<file path="config.mk">
export PLATFORM = sky130hd
export DESIGN_NAME = lcd_timing_gen
export DESIGN_NICKNAME = d
export VERILOG_FILES = /design/src/rtl/lcd_timing_pkg.sv /design/src/rtl/lcd_raster_cnt.sv /design/src/rtl/lcd_timing_gen.sv
export SDC_FILE = /design/constraint.sdc
export NUM_CORES = 1
export LEC_CHECK = 0
export CORE_UTILIZATION = 40
export CTS_CLUSTER_SIZE = 16
export DETAILED_ROUTE_END_ITERATION = 6
export GPL_ROUTABILITY_DRIVEN = 0
export PLACE_DENSITY = 0.69
export SKIP_LAST_GASP = 1
export SLEW_MARGIN = 20
export SYNTH_ARGS = -nofsm -noshare
export SYNTH_HDL_FRONTEND = slang
export SYNTH_SLANG_ARGS = --single-unit
export TNS_END_PERCENT = 5
</file>
<file path="constraint.sdc">
create_clock -name axis_aclk -period 4.4 [get_ports axis_aclk]
set_input_delay 0.88 -clock axis_aclk [delete_from_list [all_inputs] [get_ports axis_aclk]]
set_output_delay 0.88 -clock axis_aclk [all_outputs]
set_load 0.05 [all_outputs]
</file>
<file path="src/rtl/lcd_timing_pkg.sv">
// lcd_timing_pkg: stream FSM encoding and raster geometry helpers shared by the LCD timing path
package lcd_timing_pkg;
  typedef enum logic [1:0] {SEEK, WAIT, RUN} state_t;
  function automatic int tot(input int act, fp, sync, bp);
    return act + fp + sync + bp;
  endfunction
  function automatic int sync_start(input int act, fp);
    return act + fp;
  endfunction
endpackage

</file>
<file path="src/rtl/lcd_raster_cnt.sv">
// lcd_raster_cnt: free-running H/V raster counters with active-area and sync-window decode
module lcd_raster_cnt
  import lcd_timing_pkg::*;
#(
  parameter int H_ACTIVE = 800,
  parameter int H_FP     = 40,
  parameter int H_SYNC   = 128,
  parameter int H_BP     = 88,
  parameter int V_ACTIVE = 480,
  parameter int V_FP     = 1,
  parameter int V_SYNC   = 3,
  parameter int V_BP     = 21
) (
  input  logic clk,
  input  logic rst,
  output logic active,
  output logic hs_on,
  output logic vs_on,
  output logic first,
  output logic frame_end
);
  localparam int H_TOT = tot(H_ACTIVE, H_FP, H_SYNC, H_BP);
  localparam int V_TOT = tot(V_ACTIVE, V_FP, V_SYNC, V_BP);
  localparam int H_SYNC_START = sync_start(H_ACTIVE, H_FP);
  localparam int V_SYNC_START = sync_start(V_ACTIVE, V_FP);
  localparam int HW = $clog2(H_TOT);
  localparam int VW = $clog2(V_TOT);
  logic [HW-1:0] h_cnt;
  logic [VW-1:0] v_cnt;
  logic h_end, v_end;
  always_comb begin
    h_end = h_cnt == HW'(H_TOT - 1);
    v_end = v_cnt == VW'(V_TOT - 1);
    active = int'(h_cnt) < H_ACTIVE && int'(v_cnt) < V_ACTIVE;
    hs_on = int'(h_cnt) >= H_SYNC_START && int'(h_cnt) < H_SYNC_START + H_SYNC;
    vs_on = int'(v_cnt) >= V_SYNC_START && int'(v_cnt) < V_SYNC_START + V_SYNC;
    first = h_cnt == '0 && v_cnt == '0;
    frame_end = h_end && v_end;
  end
  always_ff @(posedge clk)
    if (rst) begin
      h_cnt <= '0;
      v_cnt <= '0;
    end else begin
      h_cnt <= h_end ? '0 : h_cnt + 1'b1;
      if (h_end) v_cnt <= v_end ? '0 : v_cnt + 1'b1;
    end
endmodule

</file>
<file path="src/rtl/lcd_timing_gen.sv">
// lcd_timing_gen: LCD raster generator that pulls pixels from an AXI-stream and locks frames to TUSER
module lcd_timing_gen
  import lcd_timing_pkg::*;
#(
  parameter int DATA_W = 24,
  parameter int H_ACTIVE = 800,
  parameter int H_FP     = 40,
  parameter int H_SYNC   = 128,
  parameter int H_BP     = 88,
  parameter int V_ACTIVE = 480,
  parameter int V_FP     = 1,
  parameter int V_SYNC   = 3,
  parameter int V_BP     = 21,
  parameter logic SYNC_POL = 1'b0,
  parameter logic [DATA_W-1:0] BG_COLOR = '0
) (
  input  logic              axis_aclk,
  input  logic              axis_areset,
  input  logic              enable,
  input  logic              axis_data_en,
  input  logic              axis_data_sync,
  input  logic [DATA_W-1:0] axis_tdata,
  output logic              axis_data_requst,
  output logic              lcd_hs,
  output logic              lcd_vs,
  output logic              lcd_de,
  output logic [DATA_W-1:0] lcd_data,
  output logic              frame_start,
  output logic              underflow,
  output logic              sync_err
);
  state_t state;
  logic idle, active, hs_on, vs_on, first, frame_end, run_px, bad_sync, good;
  assign idle = axis_areset | ~enable;
  lcd_raster_cnt #(
    .H_ACTIVE(H_ACTIVE), .H_FP(H_FP), .H_SYNC(H_SYNC), .H_BP(H_BP),
    .V_ACTIVE(V_ACTIVE), .V_FP(V_FP), .V_SYNC(V_SYNC), .V_BP(V_BP)
  ) u_raster (
    .clk(axis_aclk), .rst(idle), .active(active), .hs_on(hs_on), .vs_on(vs_on),
    .first(first), .frame_end(frame_end)
  );
  // A frame's first pixel must carry sync; anywhere else a sync beat is held back for the next frame
  always_comb begin
    run_px = state == RUN && active;
    bad_sync = axis_data_en & (first ? ~axis_data_sync : axis_data_sync);
    good = axis_data_en & ~bad_sync;
    axis_data_requst = idle ? 1'b0
                     : state == SEEK ? ~(axis_data_en & axis_data_sync)
                     : run_px & (first | ~axis_data_sync);
  end
  always_ff @(posedge axis_aclk)
    if (idle) begin
      state <= SEEK;
      lcd_hs <= ~SYNC_POL;
      lcd_vs <= ~SYNC_POL;
      lcd_de <= 1'b0;
      lcd_data <= BG_COLOR;
      frame_start <= 1'b0;
      underflow <= 1'b0;
      sync_err <= 1'b0;
    end else begin
      lcd_hs <= hs_on ? SYNC_POL : ~SYNC_POL;
      lcd_vs <= vs_on ? SYNC_POL : ~SYNC_POL;
      lcd_de <= run_px;
      lcd_data <= run_px && good ? axis_tdata : BG_COLOR;
      frame_start <= run_px && first && good;
      underflow <= run_px && !axis_data_en;
      sync_err <= run_px && bad_sync;
      state <= state == SEEK ? (axis_data_en && axis_data_sync ? WAIT : SEEK)
             : state == WAIT ? (frame_end ? RUN : WAIT)
             : run_px && bad_sync ? (first ? SEEK : WAIT) : RUN;
    end
endmodule

</file>
==> results of run 1 <==
[how the worst max path moves through the flow]
| stage | startpoint | endpoint | slack, ps | depth (start not counted) |
|---|---|---|---|---|
| after floorplan | u_raster.v_cnt[0]$_SDFFE_PP0N_ | axis_data_requst | 1040 | 8 |
| after global placement | u_raster.v_cnt[0]$_SDFFE_PP0N_ | axis_data_requst | 690 | 9 |
| after detailed placement | u_raster.v_cnt[0]$_SDFFE_PP0N_ | axis_data_requst | 610 | 9 |
| after CTS | u_raster.v_cnt[0]$_SDFFE_PP0N_ | axis_data_requst | 260 | 9 |
| after global routing | u_raster.v_cnt[0]$_SDFFE_PP0N_ | axis_data_requst | 330 | 9 |
| final | u_raster.v_cnt[0]$_SDFFE_PP0N_ | axis_data_requst | 640 | 9 |
[synth_stat cells, types with 2 or more instances]
cell type and count:
or3_1 3, nor2b_1 3, nand4_1 9, nand2_1 6, clkbuf_2 2, o31ai_1 2
and2_1 24, nand2b_1 4, and3_1 2, xor2_1 5, buf_2 3, nor3_1 6
or4_1 2, nor3b_1 2, o21ai_0 5, xnor2_1 9, a21oi_1 4, a21o_1 2
clkbuf_1 2, buf_6 3, inv_1 7, nor4_1 3, nand3_1 5, nor4b_4 2
ha_1 6, nor2_1 20, dfxtp_1 52
[layout make-up]
type | count | area share
Clock inverter | 3 | 0.01500
Tap cell | 70 | 0.03089
Multi-Input combinational cell | 140 | 0.3416
Inverter | 7 | 0.009267
Sequential cell | 52 | 0.3672
Clock buffer | 5 | 0.02427
Timing Repair Buffer | 60 | 0.2118
[power by group]
part | internal [W] | switching (W) | leakage [nW]
clock | 0.000168 | 0.000152 | 0.0541
combinational | 0.0000290 | 0.0000149 | 0.567
sequential | 0.000471 | 0.00000127 | 0.419
total | 0.000669 | 0.000168 | 1.04
[state kept, by name (all words and copies together), names as in the netlist]
signal and cells:
u_raster.v_cnt 9, u_raster.h_cnt 11, state 2, frame_start 1, lcd_vs 1, lcd_de 1, underflow 1, sync_err 1
lcd_data 24, lcd_hs 1
[timing repair]
item                       in CTS  in global routing
buffers inserted                0                  0
resized for setup               0                  1
setup endpoints to repair       0                  1
hold buffers                    0                  0
[through the flow]
stage	instances	setup slack, ps	total power (W)	instance area (sq um)	hold slack [ps]
6_report	337	643.0	0.0008366	2835	494.1
5_1_grt	337	326.9	0.0008700	2835	516.6
4_1_cts	337	255.5	0.0008487	2833	494.0
3_5_place_dp	329	608.1	0.0005275	2721	472.4
3_3_place_gp	329	690.0	0.0005275	2721	458.6
2_1_floorplan	209	1039	0.0004972	2102	441.2
[logic make-up (layout without fill, tap and decap cells)]
| family | Yosys count | count (layout) | synth area share |
|---|---|---|---|
| simple gates | 101 | 101 | 0.3000 |
| mux | 1 | 1 | 0.004762 |
| compound gates | 18 | 18 | 0.06190 |
| buf+inv | 17 | 75 | 0.04405 |
| xor+xnor | 14 | 14 | 0.05833 |
| flops | 52 | 52 | 0.4952 |
| fa+ha+maj | 6 | 6 | 0.03571 |
[metal layers]
metal	vias to the layer above	GRT usage	share of wire
li1	824	-	-
met1	704	0.1917	0.48
met2	61	0.2462	0.42
met3	7	0.04743	0.091
met4	0	0.04403	0.012
met5	-	0	0
==> results.toml, run 1 <==
[worst_setup_path]
r2r_setup_slack_ps = 1690
cp.arrival_ps = 2880
crit_slowest_cell = "dlymetal6s2s_1"
end_kind = "primary output"
critPathBufInv = 2
reg2reg_depth = 10
crit_family = "simple AND/OR/NAND/NOR gates"
critPathRequiredTime_ps = 3520
critical_path_class = "reg -> out"
rr_startpoint = "u_raster.v_cnt[0]$_SDFFE_PP0N_"
crit_fanout = 6
r2r_end = "state[0]$_SDFF_PP0_"
max_stage_delay_ps = 430
cpMostUsedCell = "ha_1"
worstPathCellList = "inv_1, ha_1, nor3b_1, nand4_1, or2_2, ha_1, o32a_1, nor2_1, dlymetal6s2s_1"
startpoint_type = "flip-flop"

[grt]
grt_pass1_wl_mm = 6.472
antenna_found_initial = 0
gr-total-overflow = 0
grt_max_degree = 26
track_usage = 0.1511
grt_pass1_vias = 1430

[synthesis]
synthFlopType = "dfxtp_1"
syn-num-nets = 244
synth-async-reset-ratio = 0
synth_area_leaders = "dfxtp_1 50%, and2_1 7.1%, xnor2_1 3.8%, ha_1 3.6%, nor2_1 3.6%"
synth_top_area_share = 0.4952
syn_area_per_cell_sq_um = 10.06
yosys.area.top_type = "dfxtp_1"
synth_edf_count = 0
yosysSeqAreaShare = 0.4952
ys_types = 43
synth_seq_cells = 52
postSynthCellCount = 209
synth_area_sq_um = 2102
yosys_warnings = 0

[timing]
rsz0062_at_grt = "false"
tns_ps = 0
slew-limit-headroom = 0.6523
fmax_ghz = 0.2662
hold_viol = 0
finalClockSkew_ps = 4.886
maxSlewViolCount = 0
min_period_ps = 3757
fin_crit_sh = 0.8539
setup-violations-final = 0
worst_pin_slew_ps = 520.7

[pwr]
ir_worst_vdd_uv = 154.7
p_leak_nw = 1.040
p_per_area_nw_per_um2 = 295.1

[min_path]
hold_path.startpoint = "u_raster.h_cnt[0]$_SDFF_PP0_"
hp-class = "reg -> reg"
min_to = "u_raster.h_cnt[0]$_SDFF_PP0_"
holdPathStages = 1

[final_layout]
fin_util = 0.5587
layout-drive-gt1-share = 0.06367
register_area_sq_um = 1041
multi_input_area_sq_um = 968.4
fill_cells = 472
nets = 301
layout_common_cells = "58 x clkdlybuf4s50_1, 52 x dfxtp_1, 24 x and2_1"
final_common_cell = "clkdlybuf4s50_1"
area_growth_pct = 34.88
diodes = 0

[flow_run]
drv_cap = 0

[run_status]
outcome = "complete, no violations"

[route]
detail_route.first_pass.iterations = 5
drc = 0
drt_wl_total_mm = 4.063
wl_per_cell_um = 12.06
ant_nets = 0
drt-initial-drc-count = 58
post_drt_via_cell_ratio = 4.736
via_count = 1596

[placed_design]
port_buffers = 59
dpl.hpwl_mm = 3.031

[clock_tree]
htree_levels = 2
ctsLongestPathBuffers = 2
clock_latency_ps = 300
cts-buffers-inserted = 5
clkTransAtPathRegs_ps = 90
clockRootBuffer = "clkbuf_8"
cts_tree = "built"
cts_sinks = 52

[floorplan]
initial_core_util = 0.4142
ios = 60
coreArea_sq_um = 5075
fp.dieH_um = 74.49
rows = 26
die-area_sq_um = 5549
fp.dieW_um = 74.49
No activity file was read; power rests on OpenSTA's default activity.
==> run 2, diff against run 1 <==
CORE_MARGIN = 5   (was unset)
HOLD_SLACK_MARGIN = 0.03   (was unset)
==> results.toml, run 2 (synthesis gave the netlist of run 1 again) <==
[floorplan]
fp.dieW_um = 82.49
ios = 60
initial_core_util = 0.4116
coreArea_sq_um = 5107
rows = 26
fp.dieH_um = 82.49
die-area_sq_um = 6805

[final_layout]
layout_common_cells = "58 x clkdlybuf4s50_1, 52 x dfxtp_1, 24 x and2_1"
final_common_cell = "clkdlybuf4s50_1"
nets = 301
fin_cells = 337
area_growth_pct = 34.17
reg_top3 = "lcd_data (24), u_raster.h_cnt (11), u_raster.v_cnt (9)"
regMostFlops = "lcd_data"
diodes = 0
fill_cells = 469
finalInstanceArea_sq_um = 2820
layout-drive-gt1-share = 0.06367
largest_reg_flops = 24

[worst_setup_path]
cpMostUsedCell = "ha_1"
end_kind = "primary output"
crit_fanout = 6
r2r_end = "state[0]$_SDFF_PP0_"
cp.arrival_ps = 2870
critPathRequiredTime_ps = 3520
startpoint_type = "flip-flop"
crit_slowest_cell = "dlymetal6s2s_1"
critical_path_class = "reg -> out"
crit_family = "simple AND/OR/NAND/NOR gates"
critPathBufInv = 2
r2r_setup_slack_ps = 1690
worstPathCellList = "inv_1, ha_1, nor3b_1, nand4_1, or2_2, ha_1, o32a_1, nor2_1, dlymetal6s2s_1"
rr_startpoint = "u_raster.v_cnt[0]$_SDFFE_PP0N_"
reg2reg_depth = 10
max_stage_delay_ps = 430

[grt]
track_usage = 0.1363
grt_max_degree = 26
grt_pass1_vias = 1525
grt_pass1_wl_mm = 7.093
gr-total-overflow = 0
antenna_found_initial = 0

[timing]
fmax_ghz = 0.2668
worst_pin_slew_ps = 523.2
slew-limit-headroom = 0.6501
tns_ps = 0
min_period_ps = 3748
rsz0062_at_grt = "false"
fin_crit_sh = 0.8519
hold_viol = 0
finalClockSkew_ps = 7.730
layout_setup_ws_ps = 651.7
maxSlewViolCount = 0
setup-violations-final = 0

[route]
post_drt_via_cell_ratio = 4.834
drt_wl_total_mm = 4.416
via_count = 1629
ant_nets = 0
detail_route.first_pass.iterations = 4
wl_per_cell_um = 13.10
drc = 0
drt-initial-drc-count = 57

[clock_tree]
htree_levels = 2
cts_setup_buffers = 0
cts-buffers-inserted = 5
cts_sinks = 52
clkTransAtPathRegs_ps = 100
ctsLongestPathBuffers = 2
clockRootBuffer = "clkbuf_8"
cts_tree = "built"
clock_latency_ps = 310

[run_status]
outcome = "complete, no violations"

[pwr]
ir_worst_vdd_uv = 148.0
p_leak_nw = 1.032
p_per_area_nw_per_um2 = 284.2
total_power_w = 0.0008014

[flow_run]
drv_cap = 0

[placed_design]
port_buffers = 59
dpl.cell_count = 329
pre_cts_ws_ps = 624.8
dpl_cell_area_sq_um = 2721
dpl.hpwl_mm = 3.301

[min_path]
hp-class = "reg -> reg"
hold_path.startpoint = "u_raster.h_cnt[0]$_SDFF_PP0_"
holdPathStages = 1
min_to = "u_raster.h_cnt[0]$_SDFF_PP0_"
run 2: final cells by class:
cell class	instances	area [sq um]	area share
inverters	7	26.28	0.009317
flip-flops and latches	52	1041	0.3691
well taps	70	87.58	0.03106
clock inverters	3	27.53	0.009760
clock buffers	5	68.82	0.02440
multi-input cells	140	968.4	0.3434
repair buffers	60	600.6	0.2130
run 2: report_power, final:
group	switching (W)	total, W	internal, W
Combinational	0.0000141	0.0000428	0.0000287
Sequential	0.00000139	0.000473	0.000471
Clock	0.000169	0.000286	0.000117
Total	0.000184	0.000801	0.000617
run 2: metal layers:
| metal | vias up | wire length, um | GRT usage |
|---|---|---|---|
| met5 | - | 0 | 0 |
| met4 | 0 | 50 | 0.04739 |
| met3 | 7 | 448 | 0.03579 |
| met2 | 59 | 1821 | 0.2115 |
| met1 | 731 | 2096 | 0.1827 |
| li1 | 832 | - | - |
run 2: worst max path at each step:
stage,cells past startpoint,startpoint,end,slack (ps)
floorplan,8,u_raster.v_cnt[0]$_SDFFE_PP0N_,axis_data_requst,1040
global placement,9,u_raster.v_cnt[0]$_SDFFE_PP0N_,axis_data_requst,700
detailed placement,9,u_raster.v_cnt[0]$_SDFFE_PP0N_,axis_data_requst,620
CTS,9,u_raster.v_cnt[0]$_SDFFE_PP0N_,axis_data_requst,260
global route,9,u_raster.v_cnt[0]$_SDFFE_PP0N_,axis_data_requst,380
finish,9,u_raster.v_cnt[0]$_SDFFE_PP0N_,axis_data_requst,650
run 2: metrics by stage:
stage               hold slack (ps)  utilization
global route                  542.4       0.5522
global placement              460.7       0.5328
floorplan                     441.2            -
detailed placement            472.5       0.5328
finish                        493.9       0.5522
CTS                           494.7       0.5517
run 2: timing repair:
item	4_1_cts	5_1_grt
endpoints found under the hold margin	0	0
setup endpoints to repair	0	1
gates resized for setup	0	1
hold buffers	0	0
